[config.mk]
export PLATFORM = sky130hd
export DESIGN_NAME = r_i_controller_flat
export DESIGN_NICKNAME = d
export VERILOG_FILES = /design/src/rtl/r_i_controller_if.sv /design/src/rtl/r_i_controller.sv /design/src/flat_wrapper.sv
export SDC_FILE = /design/constraint.sdc
export NUM_CORES = 1
export LEC_CHECK = 0
export BUFFER_PORTS_ARGS = -buffer_cell sky130_fd_sc_hd__buf_2
export CAP_MARGIN = 20
export CORE_MARGIN = 2
export CORE_UTILIZATION = 55
export CTS_BUF_LIST = sky130_fd_sc_hd__clkbuf_4 sky130_fd_sc_hd__clkbuf_8 sky130_fd_sc_hd__clkbuf_16
export DETAILED_ROUTE_END_ITERATION = 10
export PLACE_DENSITY = 0.87
export SYNTH_ARGS = -nofsm -noshare
export SYNTH_HDL_FRONTEND = slang
export SYNTH_SLANG_ARGS = --single-unit
[constraint.sdc]
create_clock -name clk -period 4.2 [get_ports clk]
set_input_delay 0.84 -clock clk [delete_from_list [all_inputs] [get_ports clk]]
set_output_delay 0.84 -clock clk [all_outputs]
set_load 0.005 [all_outputs]
[src/rtl/r_i_controller_if.sv]
// Instruction-memory fetch handshake between the R/I-type sequencer and imem.
// The master drives the request and PC; the slave returns the fetched word.
interface r_i_controller_if #(
  parameter int WIDTH = 32
);
  logic             imem_req;
  logic [WIDTH-1:0] imem_addr;
  logic             imem_valid;
  logic [WIDTH-1:0] imem_rdata;

  modport master (output imem_req, imem_addr, input imem_valid, imem_rdata);
  modport slave  (input imem_req, imem_addr, output imem_valid, imem_rdata);
endinterface

[src/rtl/r_i_controller.sv]
// Multi-cycle FETCH/DECODE/EXECUTE/WRITEBACK sequencer for an RV32I R/I-type core.
// EBREAK parks the core in HALT; any unsupported encoding parks it in TRAP.
module r_i_controller #(
  parameter int                     INSTRUCTION = 32,
  parameter logic [INSTRUCTION-1:0] PC_RESET    = '0
) (
  input  logic                   clk,
  input  logic                   rst_n,
  input  logic                   start,
  r_i_controller_if.master       imem,
  output logic [INSTRUCTION-1:0] instruction,
  output logic                   alu_src_imm,
  output logic [3:0]             alu_ctrl,
  output logic                   rf_we,
  output logic                   halted,
  output logic                   illegal,
  output logic [31:0]            retired
);

  typedef enum logic [2:0] {
    S_IDLE, S_FETCH, S_DECODE, S_EXECUTE, S_WRITEBACK, S_HALT, S_TRAP
  } state_t;

  localparam logic [6:0]  OP_R   = 7'b0110011;
  localparam logic [6:0]  OP_I   = 7'b0010011;
  localparam logic [6:0]  F7_ALT = 7'b0100000;
  localparam logic [31:0] EBREAK = 32'h0010_0073;

  state_t state;

  logic [6:0] opcode;
  logic [2:0] f3;
  logic [6:0] f7;
  logic [4:0] rd;

  assign opcode = instruction[6:0];
  assign rd     = instruction[11:7];
  assign f3     = instruction[14:12];
  assign f7     = instruction[31:25];

  logic       dec_legal;
  logic       dec_imm;
  logic [3:0] dec_ctrl;

  // NOTE: every always_comb output gets a default first so no path leaves it unassigned (no latch).
  always_comb begin
    dec_legal = 1'b0;
    dec_imm   = 1'b0;
    dec_ctrl  = 4'b0000;
    unique case (opcode)
      OP_R: begin
        dec_legal = (f7 == 7'b0) || (f7 == F7_ALT && (f3 == 3'b000 || f3 == 3'b101));
        dec_ctrl  = {f7[5], f3};
      end
      OP_I: begin
        dec_imm = 1'b1;
        unique case (f3)
          3'b001: begin
            dec_legal = (f7 == 7'b0);
            dec_ctrl  = {1'b0, f3};
          end
          3'b101: begin
            dec_legal = (f7 == 7'b0) || (f7 == F7_ALT);
            dec_ctrl  = {f7[5], 3'b101};
          end
          // Upper immediate bits are data here, never funct bits.
          default: begin
            dec_legal = 1'b1;
            dec_ctrl  = {1'b0, f3};
          end
        endcase
      end
      default: ;
    endcase
  end

  // NOTE: state and all registered outputs use non-blocking assignments so every read sees pre-edge values.
  always_ff @(posedge clk or negedge rst_n) begin
    if (!rst_n) begin
      state          <= S_IDLE;
      imem.imem_req  <= 1'b0;
      imem.imem_addr <= PC_RESET;
      instruction    <= '0;
      alu_src_imm    <= 1'b0;
      alu_ctrl       <= 4'b0000;
      rf_we          <= 1'b0;
      halted         <= 1'b0;
      illegal        <= 1'b0;
      retired        <= '0;
    end else begin
      rf_we <= 1'b0;
      unique case (state)
        S_IDLE: begin
          if (start) begin
            state         <= S_FETCH;
            imem.imem_req <= 1'b1;
          end
        end
        S_FETCH: begin
          if (imem.imem_valid) begin
            instruction   <= imem.imem_rdata;
            imem.imem_req <= 1'b0;
            state         <= S_DECODE;
          end
        end
        S_DECODE: begin
          if (dec_legal) begin
            alu_src_imm <= dec_imm;
            alu_ctrl    <= dec_ctrl;
            state       <= S_EXECUTE;
          end else if (instruction == EBREAK) begin
            halted <= 1'b1;
            state  <= S_HALT;
          end else begin
            halted  <= 1'b1;
            illegal <= 1'b1;
            state   <= S_TRAP;
          end
        end
        S_EXECUTE: begin
          // Writes to x0 are architecturally discarded, so suppress the strobe.
          rf_we <= (rd != 5'd0);
          state <= S_WRITEBACK;
        end
        S_WRITEBACK: begin
          imem.imem_addr <= imem.imem_addr + INSTRUCTION'(4);
          retired        <= retired + 32'd1;
          imem.imem_req  <= 1'b1;
          state          <= S_FETCH;
        end
        S_HALT, S_TRAP: ;
        default: state <= S_IDLE;
      endcase
    end
  end

endmodule

[src/flat_wrapper.sv]
// flat-port wrapper written by rule: the top's interface ports become plain ports
module r_i_controller_flat 
#(
  parameter int                     INSTRUCTION = 32,
  parameter logic [INSTRUCTION-1:0] PC_RESET    = '0
)
  (clk, rst_n, start, instruction, alu_src_imm, alu_ctrl, rf_we, halted, illegal, retired, imem_imem_req, imem_imem_addr, imem_imem_valid, imem_imem_rdata);
  r_i_controller_if #(.WIDTH(32)) imem_i ();
  input  logic clk;
  input  logic rst_n;
  input  logic start;
  output logic [INSTRUCTION-1:0] instruction;
  output logic alu_src_imm;
  output logic [3:0] alu_ctrl;
  output logic rf_we;
  output logic halted;
  output logic illegal;
  output logic [31:0] retired;
  output wire logic [$bits(imem_i.imem_req)-1:0] imem_imem_req;
  output wire logic [$bits(imem_i.imem_addr)-1:0] imem_imem_addr;
  input wire logic [$bits(imem_i.imem_valid)-1:0] imem_imem_valid;
  input wire logic [$bits(imem_i.imem_rdata)-1:0] imem_imem_rdata;
  assign imem_imem_req = imem_i.imem_req;
  assign imem_imem_addr = imem_i.imem_addr;
  assign imem_i.imem_valid = imem_imem_valid;
  assign imem_i.imem_rdata = imem_imem_rdata;
  r_i_controller #(.INSTRUCTION(INSTRUCTION), .PC_RESET(PC_RESET)) u_core (.clk(clk), .rst_n(rst_n), .start(start), .imem(imem_i), .instruction(instruction), .alu_src_imm(alu_src_imm), .alu_ctrl(alu_ctrl), .rf_we(rf_we), .halted(halted), .illegal(illegal), .retired(retired));
endmodule
==> results of run 1 <==
[state kept, by name, indices dropped and copies added, names as in the netlist]
signal and flops:
u_core.retired 32, u_core.rf_we 1, u_core.state 3, u_core.imem.imem_addr 30, u_core.halted 1, u_core.illegal 1, u_core.imem.imem_req 1, u_core.alu_ctrl 4
u_core.alu_src_imm 1, u_core.instruction 32
[path summary, 6_finish.rpt]
path | from | end | slack (ns) | cells past startpoint
max reg2reg | u_core.state[2] | u_core.imem.imem_addr[21] | 1.76 | 5
max in group asynchronous | rst_n | u_core.instruction[14] | 2.64 | 2
min in group asynchronous | rst_n | u_core.retired[17] | 0.62 | 1
max | u_core.state[2] | u_core.imem.imem_addr[21] | 1.76 | 5
min | u_core.retired[31] | u_core.retired[31] | 0.48 | 1
min reg2reg | u_core.retired[31] | u_core.retired[31] | 0.48 | 1
[power groups by stage]
stage / Clock [mW] / Combinational, mW / Sequential, mW
finish: 0.689 / 0.0366 / 1.02
global route: 0.757 / 0.0429 / 1.02
CTS: 0.703 / 0.0380 / 1.02
detailed placement: 0 / 0.0379 / 1.04
global placement: 0 / 0.0364 / 1.04
floorplan: 0 / 0.00253 / 1.04
[logic make-up after synthesis]
family                     count (synthesis)  share of synthesized area (%)
and+or+nand+nor                          137                           17.4
AOI/OAI and AO/OA                         17                           2.41
xor gates and xnor gates                  60                           11.4
DFF                                      106                           57.5
adders and majority gates                  2                          0.542
muxes                                     36                           8.78
other                                      1                         0.0812
buffers and inverters                     14                           1.92
[cells in the mapped netlist (2+ instances only)]
library cell and number:
dfrtp_1 106, xnor2_1 42, mux2_2 36, nand2_1 34, nand3_1 19, xor2_1 18, nor2_1 15, and3_1 13
nand4_1 12, nor3_1 8, and4_1 6, o21ai_0 6, and2_1 4, buf_2 4, inv_1 4, nor4_1 4
a21oi_1 3, buf_4 3, clkbuf_8 2, ha_1 2, nand3b_1 2, nor3_2 2, nor4_4 2, nor4bb_1 2
o21bai_1 2, o22a_1 2, or2_2 2
[layout make-up]
class	count	area, µm²
inverter	4	15.0
timing repair buffer	140	708
multi-input combinational	254	1890
sequential	106	2650
tap	105	131
clock buffer	10	138
fill	586	2560
clock inverter	5	86.3
[routing by layer]
| layer | track usage [%] | share of wire [%] | vias up |
|---|---|---|---|
| met5 | 0 | 0 | - |
| met4 | 7.86 | 1.1 | 0 |
| met3 | 6.25 | 7.1 | 8 |
| met2 | 36.5 | 51 | 117 |
| met1 | 28.2 | 41 | 1667 |
| li1 | - | - | 1582 |
[worst register-to-register path: cells and delay by family, from the launching register on]
family | cells | cell delay (ns)
DFF | 1 | 0.65
xor gates and xnor gates | 1 | 0.15
and+or+nand+nor | 4 | 1.54
[per-stage QoR]
step	util (%)	instances	hold slack, ns	worst slack [ns]	cell area (µm²)
floorplan	-	374	0.459	2.17	4620
finish	68.7	624	0.476	1.76	5620
global route	68.7	624	0.497	1.55	5620
global placement	66.0	609	0.454	1.81	5390
CTS	68.7	624	0.475	1.71	5620
detailed placement	66.0	609	0.457	1.72	5390
==> impl_results.md, run 1 <==
* VDD IR-drop max at 0.000186 V
* Status: finished clean
* Async set or reset register ratio after synthesis at 100%
* Total number of vias at 3374
* Post-Syn Area at 0.00462 mm²
* Drt first-iter violations at 100
* Synthesized instance count at 373
* Reg clk slew, reported paths at 0.11 ns
* Warnings from Yosys at 0
* Highest fanout seen on the critical path at 14
* Cts hold-fix bufs at 0
* Layout Skew at 0.0139 ns
* Layout cells sized above 1 at 39.3%
* Residual DRC count at 0
* Core Footprint at 0.00818 mm²
* Worst stage delay on the critical path at 0.75 ns
* Register area share after synthesis at 57.5%
* Setup Buffers After CTS at 0
* Die H at 95.6 µm
* Largest net degree at the start of global routing at 77
* Crit-path slowest cell: nor3b_2
* CP Class: reg2reg
* Internal power at 1.39 mW
* Final setup fails at 0
* Crit end category: flop
* GRT Util Overall at 22.2%
* Die area at 0.00914 mm²
* Total net switching power at 0.359 mW
* Vias per inst at 5.41
* Slew @ Worst Pin at 0.930 ns
* Top achievable clock speed at 411 MHz
* Total CTS buffers at 9
* Commonest non-fill, non-tap cell in the layout: buf_2
* WP data required at 4.45 ns
* Most area-hungry cell type in the Yosys netlist: dfrtp_1
* Ys flop type: dfrtp_1
* Switching Share at 20.5%
* P_leak at 3.06 nW
* Initial antenna violation count at 0
* Total grt overflow at 0
* # IOs at 141
* Period utilization at 58.0%
* Number of max-cap violations at 0
* Router iterations before antenna repair at 4
* Power per Cell Area at 311 mW/mm²
* Final GP Congestion at 0.824
* CTS Buffer Depth at 2
* Clock power share at 39.5%
* Setup TNS at 0 ns
* ANT cells at 0
* CP delay by family, top: simple AND/OR/NAND/NOR gates
* Power share of the combinational group at 2.1%
* Hold Path Class: reg2reg
* Flop pwr share at 58.4%
* Seq cells post-synth at 106
* First-pass GRT wire length at 15.6 mm
* Antenna-violating nets left at 0
* Buf/Inv on CP at 0
* Later-pin clock latency in the skew report at 0.35 ns
* Number of gates resized after CTS at 0
* Final hold violations at 0
* Fin nets at 553
* Pwr Total at 1.75 mW
* Port Buffers at 138
* Rel. slew slack at 38.0%
* Post-route minimum period at 2.44 ns
* Routed WL per cell at 15.5 µm
* Total wire length at 9.68 mm
* Die Wd at 95.6 µm
* Yosys top cell area share at 57.5%
* Area growth syn-to-layout at 21.7%
* CP cell instances: nor3b_2 -> nand2_1 -> nor3_1 -> nand4_1 -> xnor2_1
* Synth area leaders: dfrtp_1, mux2_2, xnor2_1, xor2_1, nand2_1
* Arr. time, crit path at 2.69 ns
* Vias in the first global route at 3279
* Root Driver: clkbuf_8
* Commonest cells after routing, fill and taps aside: buf_2, dfrtp_1, xnor2_1
* RSZ-0062 raised after global routing: false
* CTS tree: yes
* Max Slew Vio Count at 0
* Row cnt at 33
* Sink Count at 106
* Starting Density at 56.5%
* Max H-tree Level at 3
* Startpoint types: flop
* Unique masters post-synth at 45
* Number of synthesized flops with an enable pin at 0
* Post-DP HPWL at 7.27 mm
* Syn Area/Cell at 12.4 µm²
(Power assumes the default switching activity.)
==> inputs of run 2 (changes only) <==
- ABC_AREA: default -> 1
- CORE_UTILIZATION: 55 -> 53
- PLACE_DENSITY: 0.87 -> 0.82
- clock period: 4.2 -> 2.33 ns (I/O delays scaled with it)
==> run 2 against run 1 <==
Against the previous run: clock power up 55%; first-iteration DRC count grew 110%; cell area up 16%; worst setup slack got worse by 1.4 ns; synthesized cell count is 75% higher; largest cell class unchanged; power increased by 71%; register-to-register slack worse by 1.4 ns; core utilization decreased by 4.7 points; die area is 22% higher.
==> impl_results.md, run 2 <==
* CP delay by family, top: simple AND/OR/NAND/NOR gates
* Cts hold-fix bufs at 0 (unchanged)
* Fillers at 904 (+54%)
* VDD IR-drop max at 0.000265 V (+42%)
* Final setup fails at 0 (unchanged)
* Fin nets at 836 (+51%)
* Post-route minimum period at 1.92 ns (-0.514 ns)
* Simple-gate area share of the yosys netlist at 30.3% (+13 points)
* Status: finished clean
* Hold Path Class: in2async
* Internal power at 2.26 mW (+63%)
* Switching Share at 24.0% (+3.5 points)
* Routed WL per cell at 14.3 µm (-8.1%)
* Row cnt at 37 (+12%)
* Worst stage delay on the critical path at 0.48 ns (-0.27 ns)
* Final hold violations at 0 (unchanged)
* Unique masters post-synth at 34 (-24%)
* GRT Util Overall at 25.0% (+2.8 points)
* Post-synthesis compound-gate area fraction at 3.30% (+0.88 points)
* CTS Buffer Depth at 2 (unchanged)
* Yosys top cell area share at 48.5% (-8.9 points)
* Crit end category: flop
* Metal-1 WL at 5.88 mm (+47%)
* Layout cells sized above 1 at 25.4% (-14 points)
* Highest fanout seen on the critical path at 16 (+2)
* Die Wd at 106 µm (+10%)
* Final GP Congestion at 0.964 (+17%)
* Number of max-cap violations at 0 (unchanged)
* Starting Density at 53.7% (-2.8 points)
* Core Footprint at 0.0102 mm² (+25%)
* Final Core Density at 64.0% (-4.7 points)
* CTS tree: yes
* Slew @ Worst Pin at 0.670 ns (-0.260 ns)
* Clock power share at 35.9% (-3.6 points)
* Buf/Inv on CP at 0 (unchanged)
* Warnings from Yosys at 0 (unchanged)
* R2R depth at 8 (+3)
* Largest family of logic cells by synthesized area: simple AND/OR/NAND/NOR gates
* Largest net degree at the start of global routing at 47 (-39%)
* First-pass GRT wire length at 22.7 mm (+45%)
* Power per Cell Area at 457 mW/mm² (+47%)
* Register area at 0.00265 mm² (unchanged)
* P_leak at 3.44 nW (+12%)
* Vias in the first global route at 4763 (+45%)
* Top achievable clock speed at 520 MHz (+27%)
* Port Buffers at 138 (unchanged)
* Total grt overflow at 0 (unchanged)
* Async set or reset register ratio after synthesis at 100% (unchanged)
* CP cell instances: nor2_4 -> nand2_4 -> nor2_2 -> nand3_1 -> nor3_2 -> nand2_1 -> o21ai_0 -> nand2_1
* DP Area at 0.00634 mm² (+18%)
* Power share of the combinational group at 2.4% (+0.3 points)
* Die H at 106 µm (+10%)
* Final setup margin at 0.408 ns (-1.36 ns)
* Initial antenna violation count at 0 (unchanged)
* Post-DP HPWL at 10.3 mm (+42%)
* Flop pwr share at 61.7% (+3.3 points)
* Total net switching power at 0.716 mW (+100%)
* Register area share after synthesis at 48.5% (-8.9 points)
* Commonest non-fill, non-tap cell in the layout: nand2_1
* Fraction of the mapped netlist area in adder cells at 0.458% (-0.084 points)
* Synth area leaders: dfrtp_1, nand2_1, nor2_1, xor2_1, inv_1
* Syn Area/Cell at 8.39 µm² (-32%)
* RSZ-0062 raised after global routing: false
* Later-pin clock latency in the skew report at 0.37 ns (+0.02 ns)
* Period utilization at 82.5% (+25 points)
* Largest regs: u_core.instruction (32), u_core.retired (32), u_core.imem.imem_addr (30)
* ANT cells at 0 (unchanged)
* Met3 WL at 590 µm (-14%)
* Multi-input combinational cell area at 0.00252 mm² (+34%)
* Met2 Routed Length at 6.71 mm (+37%)
* Startpoint types: flop
* WP data required at 2.59 ns (-1.86 ns)
* CP Class: reg2reg
* Total number of vias at 4838 (+43%)
* Commonest cells after routing, fill and taps aside: nand2_1, buf_2, dfrtp_1
* Most area-hungry cell type in the Yosys netlist: dfrtp_1
* Rel. slew slack at 55.2% (+17 points)
* # IOs at 141 (unchanged)
* Ys flop type: dfrtp_1
* Vias per inst at 5.15 (-4.7%)
* Most frequent cells after synthesis: nand2_1, dfrtp_1, nor2_1
* Most frequent cell after synthesis: nand2_1
* Number of gates resized after CTS at 0 (unchanged)
* Max Slew Vio Count at 0 (unchanged)
* Total CTS buffers at 9 (unchanged)
* Setup TNS at 0 ns (unchanged)
* Layout Skew at 0.0122 ns (-0.00166 ns)
* R2R Path Start: u_core.state[1]
* Area growth syn-to-layout at 19.1%
* Drt first-iter violations at 209 (+110%)
* Top layer in use: met4
* Number of synthesized flops with an enable pin at 0 (unchanged)
* Reg clk slew, reported paths at 0.11 ns (about the same)
* Root Driver: clkbuf_8
* Synthesized instance count at 652 (+75%)
* Sink Count at 106 (unchanged)
* Antenna-violating nets left at 0 (unchanged)
* Pwr Total at 2.98 mW (+71%)
* Placement Setup Slack at 0.453 ns (-1.27 ns)
* Multiplexer share of the synthesized area at 3.71% (-5.1 points)
* R2R Setup Slk at 0.41 ns (-1.36 ns)
* Arr. time, crit path at 2.18 ns (-0.51 ns)
* Post-Syn Area at 0.00547 mm² (+18%)
* Crit-path slowest cell: dfrtp_1
* Setup Buffers After CTS at 0 (unchanged)
* Cell mode on critical path: nand2_1
* Max H-tree Level at 3 (unchanged)
* Residual DRC count at 0 (unchanged)
* Router iterations before antenna repair at 4 (unchanged)
* Seq cells post-synth at 106 (unchanged)
* Final instance area at 0.00651 mm² (+16%)
* Die area at 0.0111 mm² (+22%)
* Xor and xnor area share after synthesis at 8.15% (-3.2 points)
* R2R Path End: u_core.imem.imem_addr[30]
* Total wire length at 13.4 mm (+38%)
run 2: how the worst max path moves through the flow:
| stage | startpoint | endpoint | slack, ns | depth (start not counted) |
|---|---|---|---|---|
| floorplan | u_core.imem.imem_addr[3] | u_core.imem.imem_addr[30] | 0.73 | 8 |
| global placement | u_core.state[1] | u_core.imem.imem_addr[23] | 0.57 | 8 |
| detailed placement | u_core.state[1] | u_core.imem.imem_addr[30] | 0.45 | 8 |
| CTS | u_core.state[1] | u_core.imem.imem_addr[30] | 0.44 | 8 |
| global route | u_core.state[0] | u_core.instruction[13] | 0.24 | 8 |
| finish | u_core.state[1] | u_core.imem.imem_addr[30] | 0.41 | 8 |
run 2: area by class of cell:
type / count / share of cell area (%)
Clock inverter: 7 / 0.807
Timing Repair Buffer: 143 / 11.4
Clock buffer: 9 / 1.90
Multi-Input combinational cell: 471 / 38.7
Inverter: 67 / 3.86
Sequential cell: 106 / 40.7
Tap cell: 136 / 2.61
run 2: power by group through the flow:
stage | Combinational, mW | Sequential [mW] | Clock, mW
floorplan | 0.00362 | 1.88 | 0
global placement | 0.0723 | 1.87 | 0
detailed placement | 0.0744 | 1.87 | 0
CTS | 0.0746 | 1.84 | 1.09
global route | 0.0831 | 1.84 | 1.18
finish | 0.0708 | 1.84 | 1.07
run 2: logic make-up after synthesis:
family	count (synthesis)
flip-flops	106
other	1
AND/OR/NAND/NOR	364
AO/OA/AOI/OAI	35
multiplexers	18
buffers and inverters	76
XOR/XNOR	50
adder cells (fa/ha/maj)	2
run 2: layer usage:
metal / up-vias / GRT usage [%]
li1: 2356 / -
met5: - / 0
met3: 25 / 4.64
met1: 2316 / 33.4
met4: 0 / 7.89
met2: 141 / 41.6
run 2: metrics by stage:
step / hold WS, ns / std cells
after floorplan: 0.170 / 653
after global placement: 0.447 / 923
after global routing: 0.133 / 939
after detailed placement: 0.455 / 923
after CTS: 0.108 / 939
final: 0.0871 / 939
